<file path="src/rtl/wb_regfile_if.sv">
// wb_regfile_if: bundles the MEM/WB write-back inputs, the two ID-stage read
// ports and the debug/observation outputs of the write-back register file.
//   master : drives in_WB/in_red/in_res/in_mux and rs_addr/rt_addr,
//            observes rs_data/rt_data/wb_data/wb_we/commit_count
//   slave  : the register file itself (opposite directions)
interface wb_regfile_if #(
    parameter int unsigned DATA_W = 32,
    parameter int unsigned ADDR_W = 5,
    parameter int unsigned CNT_W  = 32
);
    logic [1:0]        in_WB;         // [1]=RegWrite, [0]=MemtoReg
    logic [DATA_W-1:0] in_red;        // memory read data
    logic [DATA_W-1:0] in_res;        // ALU result
    logic [ADDR_W-1:0] in_mux;        // destination register index
    logic [ADDR_W-1:0] rs_addr;       // read port A index
    logic [ADDR_W-1:0] rt_addr;       // read port B index
    logic [DATA_W-1:0] rs_data;       // read port A data (combinational)
    logic [DATA_W-1:0] rt_data;       // read port B data (combinational)
    logic [DATA_W-1:0] wb_data;       // selected write-back value (combinational)
    logic              wb_we;         // effective write enable (combinational)
    logic [CNT_W-1:0]  commit_count;  // committed register writes (registered)

    modport master (
        output in_WB, in_red, in_res, in_mux, rs_addr, rt_addr,
        input  rs_data, rt_data, wb_data, wb_we, commit_count
    );

    modport slave (
        input  in_WB, in_red, in_res, in_mux, rs_addr, rt_addr,
        output rs_data, rt_data, wb_data, wb_we, commit_count
    );
endinterface

</file>
<file path="src/rtl/wb_regfile.sv">
// wb_regfile: write-back stage plus architectural register file.
//   Selects the write-back value (load data or ALU result), commits it to a
//   2**ADDR_W x DATA_W register file, serves two ID-stage read ports with
//   same-cycle write-to-read bypass, and counts retired register writes.
// Ports:
//   clk  : rising-edge clock
//   rst  : synchronous reset, active-high (clears array and counter)
//   bus  : wb_regfile_if.slave (write-back inputs, read ports, wb_data,
//          wb_we, commit_count)
module wb_regfile #(
    parameter int unsigned DATA_W = 32,
    parameter int unsigned ADDR_W = 5,
    parameter int unsigned CNT_W  = 32
) (
    input  logic          clk,
    input  logic          rst,
    wb_regfile_if.slave   bus
);

    localparam int unsigned NREGS = 1 << ADDR_W;

    logic [DATA_W-1:0] regs [NREGS];
    logic [CNT_W-1:0]  count_q;
    logic [DATA_W-1:0] wb_data;
    logic              wb_we;
    logic [DATA_W-1:0] rs_data;
    logic [DATA_W-1:0] rt_data;

    // Write-back value selection and effective enable; index 0 is $zero.
    always_comb begin
        wb_data = bus.in_WB[0] ? bus.in_red : bus.in_res;
        wb_we   = bus.in_WB[1] & (bus.in_mux != '0) & ~rst;
    end

    // Read with write-first bypass so a dependent ID-stage read sees the
    // value retiring in this same cycle.
    function automatic logic [DATA_W-1:0] read_port(input logic [ADDR_W-1:0] addr);
        logic [DATA_W-1:0] value;
        value = regs[addr];
        if (addr == '0) begin
            value = '0;
        end else if (wb_we && (addr == bus.in_mux)) begin
            value = wb_data;
        end
        return value;
    endfunction

    always_comb begin
        rs_data = read_port(bus.rs_addr);
        rt_data = read_port(bus.rt_addr);
    end

    // Array and commit counter; reset wins over any pending write.
    always_ff @(posedge clk) begin
        if (rst) begin
            for (int i = 0; i < int'(NREGS); i++) begin
                regs[ADDR_W'(i)] <= '0;
            end
            count_q <= '0;
        end else if (wb_we) begin
            regs[bus.in_mux] <= wb_data;
            count_q          <= count_q + CNT_W'(1);
        end
    end

    assign bus.wb_data      = wb_data;
    assign bus.wb_we        = wb_we;
    assign bus.rs_data      = rs_data;
    assign bus.rt_data      = rt_data;
    assign bus.commit_count = count_q;

    // Control from MEM/WB must be fully driven once out of reset.
    always_ff @(posedge clk) begin
        if (!rst) begin
            assert (!$isunknown(bus.in_WB))
                else $error("wb_regfile: in_WB unknown outside reset");
        end
    end

endmodule

</file>
<file path="src/flat_wrapper.sv">
// flat-port wrapper written by rule: the top's interface ports become plain ports
module wb_regfile_flat 
#(
    parameter int unsigned DATA_W = 32,
    parameter int unsigned ADDR_W = 5,
    parameter int unsigned CNT_W  = 32
)
  (clk, rst, bus_in_WB, bus_in_red, bus_in_res, bus_in_mux, bus_rs_addr, bus_rt_addr, bus_rs_data, bus_rt_data, bus_wb_data, bus_wb_we, bus_commit_count);
  wb_regfile_if #(.DATA_W(DATA_W), .ADDR_W(ADDR_W), .CNT_W(CNT_W)) bus_i ();
  input  logic clk;
  input  logic rst;
  input wire logic [$bits(bus_i.in_WB)-1:0] bus_in_WB;
  input wire logic [$bits(bus_i.in_red)-1:0] bus_in_red;
  input wire logic [$bits(bus_i.in_res)-1:0] bus_in_res;
  input wire logic [$bits(bus_i.in_mux)-1:0] bus_in_mux;
  input wire logic [$bits(bus_i.rs_addr)-1:0] bus_rs_addr;
  input wire logic [$bits(bus_i.rt_addr)-1:0] bus_rt_addr;
  output wire logic [$bits(bus_i.rs_data)-1:0] bus_rs_data;
  output wire logic [$bits(bus_i.rt_data)-1:0] bus_rt_data;
  output wire logic [$bits(bus_i.wb_data)-1:0] bus_wb_data;
  output wire logic [$bits(bus_i.wb_we)-1:0] bus_wb_we;
  output wire logic [$bits(bus_i.commit_count)-1:0] bus_commit_count;
  assign bus_i.in_WB = bus_in_WB;
  assign bus_i.in_red = bus_in_red;
  assign bus_i.in_res = bus_in_res;
  assign bus_i.in_mux = bus_in_mux;
  assign bus_i.rs_addr = bus_rs_addr;
  assign bus_i.rt_addr = bus_rt_addr;
  assign bus_rs_data = bus_i.rs_data;
  assign bus_rt_data = bus_i.rt_data;
  assign bus_wb_data = bus_i.wb_data;
  assign bus_wb_we = bus_i.wb_we;
  assign bus_commit_count = bus_i.commit_count;
  wb_regfile #(.DATA_W(DATA_W), .ADDR_W(ADDR_W), .CNT_W(CNT_W)) u_core (.clk(clk), .rst(rst), .bus(bus_i));
endmodule
</file>
<file path="config.mk">
export PLATFORM = sky130hd
export DESIGN_NAME = wb_regfile_flat
export DESIGN_NICKNAME = d
export VERILOG_FILES = /design/src/rtl/wb_regfile_if.sv /design/src/rtl/wb_regfile.sv /design/src/flat_wrapper.sv
export SDC_FILE = /design/constraint.sdc
export NUM_CORES = 2
export LEC_CHECK = 0
export CAP_MARGIN = 20
export CORE_ASPECT_RATIO = 1.2
export CORE_MARGIN = 4
export CORE_UTILIZATION = 55
export CTS_BUF_LIST = sky130_fd_sc_hd__clkbuf_16
export CTS_CLUSTER_SIZE = 8
export DETAILED_ROUTE_END_ITERATION = 10
export PLACE_DENSITY_LB_ADDON = 0.3
export SYNTH_ARGS = -nofsm -noshare
export SYNTH_HDL_FRONTEND = slang
export SYNTH_SLANG_ARGS = --single-unit
</file>
<file path="constraint.sdc">
create_clock -name clk -period 2.7 [get_ports clk]
set_input_delay 0.675 -clock clk [delete_from_list [all_inputs] [get_ports clk]]
set_output_delay 0.675 -clock clk [all_outputs]
set_load 0.05 [all_outputs]
</file>
Word level (Yosys, flattened, before mapping)

Memory sizes are Yosys's and may differ from the RTL's.
Index checks and enable logic that the tools add are counted.

Bits in registers: 32
RAM bits: 1024
Bits of input ports: 83
Output and inout port bits: 129
Logic and storage cells: 27
Memories: 1

Memory list:

| memory      | depth | bits a word | rd ports | clocked after Yosys merged registers in | write ports | line             | RTL |
|---|---|---|---|---|---|---|---|
| u_core.regs | 32    | 32          | 2        | 0                                       | 32          | wb_regfile.sv:22 | `logic [DATA_W-1:0] regs [NREGS];` |

$add $sub $neg: 1
Equal/unequal tests: 2
Multiplexer cells: 13
Bitwise logic cells: 3
Reduce and logical (&&, ||, !) cells: 6

Operator list:

| kind                                           | number |
|---|---|
| 2-to-1 mux 32 bit                              | 6 |
| adder 32 x 1 -> 32 bit (second input constant) | 1 |
| OR reduction 32 bit                            | 1 |
| equality test 5 bit                            | 2 |
| zero test 5 bit                                | 2 |
| 2-to-1 mux 1 bit                               | 6 |
| 2-to-1 mux 5 bit                               | 1 |
| nonzero test 5 bit                             | 1 |
| bitwise AND 1 bit                              | 2 |
| logical AND 1 bit                              | 2 |
| inverter 1 bit                                 | 1 |

Longest topological paths before layout

Depth in word-level cells: 8
Mapped depth: 9
Gate-level depth less buffers: 6

Worst setup path after synthesis

Ideal clock, no wire load.

Path type: input to output
Start point: input port bus_in_mux[2]
End point: output port bus_rt_data[30]
Arrival time: 3.015 ns
Data required time: 2.025 ns
Slack: -0.990 ns
Stages on the path: 6
Buffers on the path: 2
Cells stage by stage: buf_4 -> nor3_4 -> a211oi_4 -> nand4_2 -> clkbuf_1 -> a31oi_1

Word-level cells in the longest chain between the ends: 6
Elaborated cells on any way between the ends: 7
Classes of those cells: eq/ne (1); mux (2); bitwise (2); reduce/logical (2)

Ends and longest elaborated chain:

| what                           | line               | RTL |
|---|---|---|
| from (decl)                    | flat_wrapper.sv:15 | `input wire logic [$bits(bus_i.in_mux)-1:0] bus_in_mux;` |
| nonzero test 5 bit             | wb_regfile.sv:32   | `wb_we = bus.in_WB[1] & (bus.in_mux != '0) & ~rst;` |
| bitwise AND 1 bit (2 in a row) | wb_regfile.sv:32   |  |
| named net bus_wb_we            | flat_wrapper.sv:21 | `output wire logic [$bits(bus_i.wb_we)-1:0] bus_wb_we;` |
| logical AND 1 bit              | wb_regfile.sv:42   | `end else if (wb_we && (addr == bus.in_mux)) begin` |
| 2-to-1 mux 32 bit              | wb_regfile.sv:42   |  |
| 2-to-1 mux 32 bit              | wb_regfile.sv:40   | `if (addr == '0) begin` |
| to (decl)                      | flat_wrapper.sv:19 | `output wire logic [$bits(bus_i.rt_data)-1:0] bus_rt_data;` |

The timed path passes the listed nets, and every way through them passes these cells.

Final worst setup path

Start point: input port bus_rt_addr[0]
End point: output port bus_rt_data[20]

Word-level cells in the longest chain between the ends: 4
Elaborated cells on any way between the ends: 6
Classes of those cells: eq/ne (1); mux (2); reduce/logical (2); memory (1)

Ends and longest elaborated chain:

| what                                                                              | line               | RTL |
|---|---|---|
| from (decl)                                                                       | flat_wrapper.sv:17 | `input wire logic [$bits(bus_i.rt_addr)-1:0] bus_rt_addr;` |
| parallel branches: the longest is 3 deep, another holds memory read (32 x 32 bit) | n/a                |  |
| 2-to-1 mux 32 bit *                                                               | wb_regfile.sv:40   |  |

Mark *: on every way between the ends.

==> results by group <==
Status
  • Status: finished with violations
  • Failing checks: setup timing

Power and ir drop
  • Psw: 0.01284 W
  • Comb pwr share: 0.198
  • Worst vdd ir: 0.0005252 V
  • Clock power share: 0.374
  • Pwr dens: 612.9 nW/um^2
  • Net Sw Frac: 0.2825
  • Lkg Pwr: 28.16 nW
  • Seq pwr share: 0.428
  • Internal: 0.03260 W

Synth
  • Yosys cell types: 64
  • Post-synth ARST share: 0
  • Sequential share of the synthesized area: 0.5713
  • Avg Inst Size Synth: 13.28 sq um
  • Syn. warnings: 0
  • Dominant cell type by area after synthesis: edfxtp_1
  • Synth Instances: 4137
  • Predominant post-synthesis flop cell: edfxtp_1
  • Post-synthesis register bit count: 1056
  • Top-area cell type share of the netlist area: 0.5596
  • EDFF count, synth: 1024
  • Area contributors post-synth: edfxtp_1 (56%), mux4_2 (13%), mux2i_1 (7.8%), nor2_1 (7.0%), a221oi_1 (2.2%)
  • Synth Cell Area: 54950 sq um

Min path
  • Worst hold path endpoint: u_core.bus.commit_count[5]
  • Hold path start: rst
  • Worst Hold Depth: 3
  • Hold WC Path Type: in -> reg

Layout
  • Filler cells: 5410
  • Design Area, Final: 74140 sq um
  • Final Util: 0.7513
  • Area Growth Syn to Fin: 34.94%
  • Share of cells above drive strength 1: 0.3681
  • Number of nets in the layout: 5023

Floorplanning
  • Die width: 296.5 um
  • Initial Utilization: 0.5568
  • IO Pins: 212
  • Die Area: 105000 sq um
  • Core Area: 98690 sq um
  • Die Span Y: 354.2 um
  • FP Rows: 126

Global route
  • Vias in the first global route: 46550
  • Grt total ovfl: 0
  • Antenna violations before repair: 7
  • Largest net degree at the start of global routing: 57
  • First-pass GRT wire length: 321700 um
  • GR Util All Layers: 0.4312

Critical path
  • Crit path max fanout: 8
  • CP cell instances: buf_16 -> buf_12 -> buf_12 -> buf_12 -> mux4_2 -> o211ai_1 -> buf_4 -> a31oi_4 -> buf_12
  • Worst reg2reg path endpoint: u_core.bus.commit_count[31]
  • Req. time, crit path: 2.03 ns
  • Arr. time, crit path: 3.28 ns
  • CP Class: in -> out
  • Worst R2R Setup Slack: 0.52 ns
  • Worst path most repeated cell: buf_12
  • Critical path's slowest cell: o211ai_1
  • Worst setup EP type: primary output
  • Critical path startpoint category: input port
  • Setup crit start: bus_rt_addr[0]
  • Slowest stage delay, CP: 0.95 ns
  • R2R cell count: 5
  • Worst R2R Start: u_core.bus.commit_count[19]

Drt
  • Routed met3 length: 38120 um
  • Vias per cell: 7.501
  • Highest routed layer: met5
  • Via count: 46900
  • DR WL/cell: 37.86 um
  • Initial DRC count: 9254
  • DRC violation count after routing: 0
  • Wire length on met1: 67550 um
  • Routed wl met2: 103000 um
  • TritonRoute pass-1 iters: 9
  • Total Wirelength: 236700 um
  • Antenna-violating nets left: 0

CTS
  • Root Buffer: clkbuf_16
  • Clock-pin slew on the worst setup and hold paths: 0.05 ns
  • Total CTS buffers: 149
  • Worst-Skew Late Latency: 0.79 ns
  • Clk sinks: 1056
  • Clk buf depth: 3
  • CTS tree: yes
  • Htree depth: 4

Timing
  • Slew @ Worst Pin: 1.256 ns
  • WHS: 0.4903 ns
  • Final-report setup violation count: 65
  • Final hold violations: 0
  • Crit share post-route: 1.465
  • Final WS setup: -1.257 ns
  • Final-report max-slew violation count: 0
  • RSZ-0062 raised after global routing: yes
  • Fmax: 252.7 MHz
  • Fin crit period: 3.957 ns
  • Worst Skew: 0.01607 ns
  • Max_slew headroom: 0.1589

Placement
  • Port Buffers: 211
  • Setup Slack @ Placement: -1.179 ns
  • DP HPWL: 138800 um
  • Final Wtd Congestion: 0.9988
  • Placed cell areas: 66210 sq um

Run
  • Maxcap violations: 0
kinds of logic after synthesis:
logic type | synth area share
other | 0.00006825
buffers and inverters | 0.04037
adder cells (fa/ha/maj) | 0.0002277
XOR/XNOR | 0.004144
AO/OA/AOI/OAI | 0.06879
flip-flops | 0.5713
AND/OR/NAND/NOR | 0.09295
multiplexers | 0.2222
cells in the final DEF, fill, tap and decap left out, types with 12 or more instances in the layout:
| cell type | n |
|---|---|
| clkdlybuf4s50_1 | 73 |
| o21ai_4 | 17 |
| o21ai_0 | 24 |
| o21ai_2 | 18 |
| dfxtp_1 | 32 |
| buf_12 | 258 |
| o21ai_1 | 22 |
| nand2b_2 | 33 |
| buf_4 | 554 |
| nand2_1 | 71 |
| buf_8 | 20 |
| buf_16 | 38 |
| mux2i_4 | 50 |
| nand2_2 | 36 |
| a221oi_1 | 99 |
| buf_6 | 56 |
| a31oi_4 | 64 |
| o22a_1 | 32 |
| clkbuf_16 | 161 |
| a221oi_2 | 34 |
| conb_1 | 32 |
| edfxtp_1 | 1024 |
| mux2i_1 | 370 |
| a22oi_1 | 13 |
| mux4_2 | 319 |
| nor2_1 | 1025 |
| a21oi_1 | 12 |
| inv_1 | 56 |
| o22ai_1 | 26 |
| o211ai_1 | 95 |
| dlygate4sd2_1 | 18 |
| mux2_2 | 60 |
worst max-delay path: cells and delay by family:
family,cells,cell delay (ns)
AOI/OAI and AO/OA,2,1.07
buffers and inverters,6,0.95
muxes,1,0.57
synth_stat cells, types with 10 or more instances:
| cell type | instances |
|---|---|
| a21oi_1 | 13 |
| a221oi_1 | 135 |
| a22o_1 | 10 |
| a22oi_1 | 13 |
| a31oi_1 | 64 |
| buf_2 | 129 |
| buf_4 | 41 |
| buf_6 | 18 |
| clkbuf_1 | 233 |
| dfxtp_1 | 32 |
| edfxtp_1 | 1024 |
| inv_1 | 39 |
| mux2_2 | 65 |
| mux2i_1 | 426 |
| mux4_2 | 319 |
| nand2_1 | 114 |
| nand2b_1 | 40 |
| nand3_1 | 11 |
| nor2_1 | 1031 |
| o211ai_1 | 95 |
| o21ai_0 | 78 |
| o221ai_1 | 20 |
| o22a_1 | 32 |
| o22ai_1 | 30 |
| xor2_1 | 17 |
through the flow:
step / setup TNS (ns) / power, W / instances
floorplan: -27.50 / 0.02350 / 4168
global placement: -345.57 / 0.02719 / 5933
detailed placement: -376.65 / 0.02734 / 5933
CTS: -38.21 / 0.04434 / 6194
global route: -46.98 / 0.04607 / 6249
finish: -46.36 / 0.04544 / 6253
sequential cells by signal, indices dropped and copies added (netlist names):
| register | cells |
|---|---|
| u_core.bus.commit_count | 32 |
| u_core.regs | 1024 |
worst max path at each step:
stage	endpoint	depth (start not counted)
2_1_floorplan	bus_rt_data[30]	6
3_3_place_gp	bus_rt_data[20]	11
3_5_place_dp	bus_rt_data[15]	11
4_1_cts	bus_rt_data[15]	7
5_1_grt	bus_rt_data[20]	5
6_report	bus_rt_data[20]	9
repair_timing:
item                       in CTS  in global routing
resized for setup             324                167
pin swaps                      56                 67
setup buffers                  59                 60
setup endpoints to repair     113                 74
gates cloned                   28                  7
hold buffers                    0                  0
cell type report:
class | count | area [sq um] | area share
diodes | 4 | 10.01 | 0.0001350
flip-flops and latches | 1056 | 31390 | 0.4234
clock inverters | 32 | 294.0 | 0.003966
inverters | 41 | 157.7 | 0.002126
multi-input cells | 2643 | 24120 | 0.3253
repair buffers | 1048 | 12840 | 0.1732
well taps | 1280 | 1602 | 0.02160
clock buffers | 149 | 3729 | 0.05029
metal layers:
layer,global-route usage,vias to the layer above
li1,-,17380
met1,0.4983,22390
met2,0.6480,5406
met3,0.1422,1723
met4,0.3668,4
met5,0,-
power by group through the flow:
| stage | clock network [W] | registers [W] | logic, W |
|---|---|---|---|
| global placement | 0 | 0.0195 | 0.00767 |
| CTS | 0.0167 | 0.0193 | 0.00827 |
| detailed placement | 0 | 0.0196 | 0.00771 |
| finish | 0.0170 | 0.0194 | 0.00899 |
| global route | 0.0176 | 0.0195 | 0.00903 |
| floorplan | 0 | 0.0195 | 0.00404 |
Note: power is estimated with default switching activity, not from simulation.
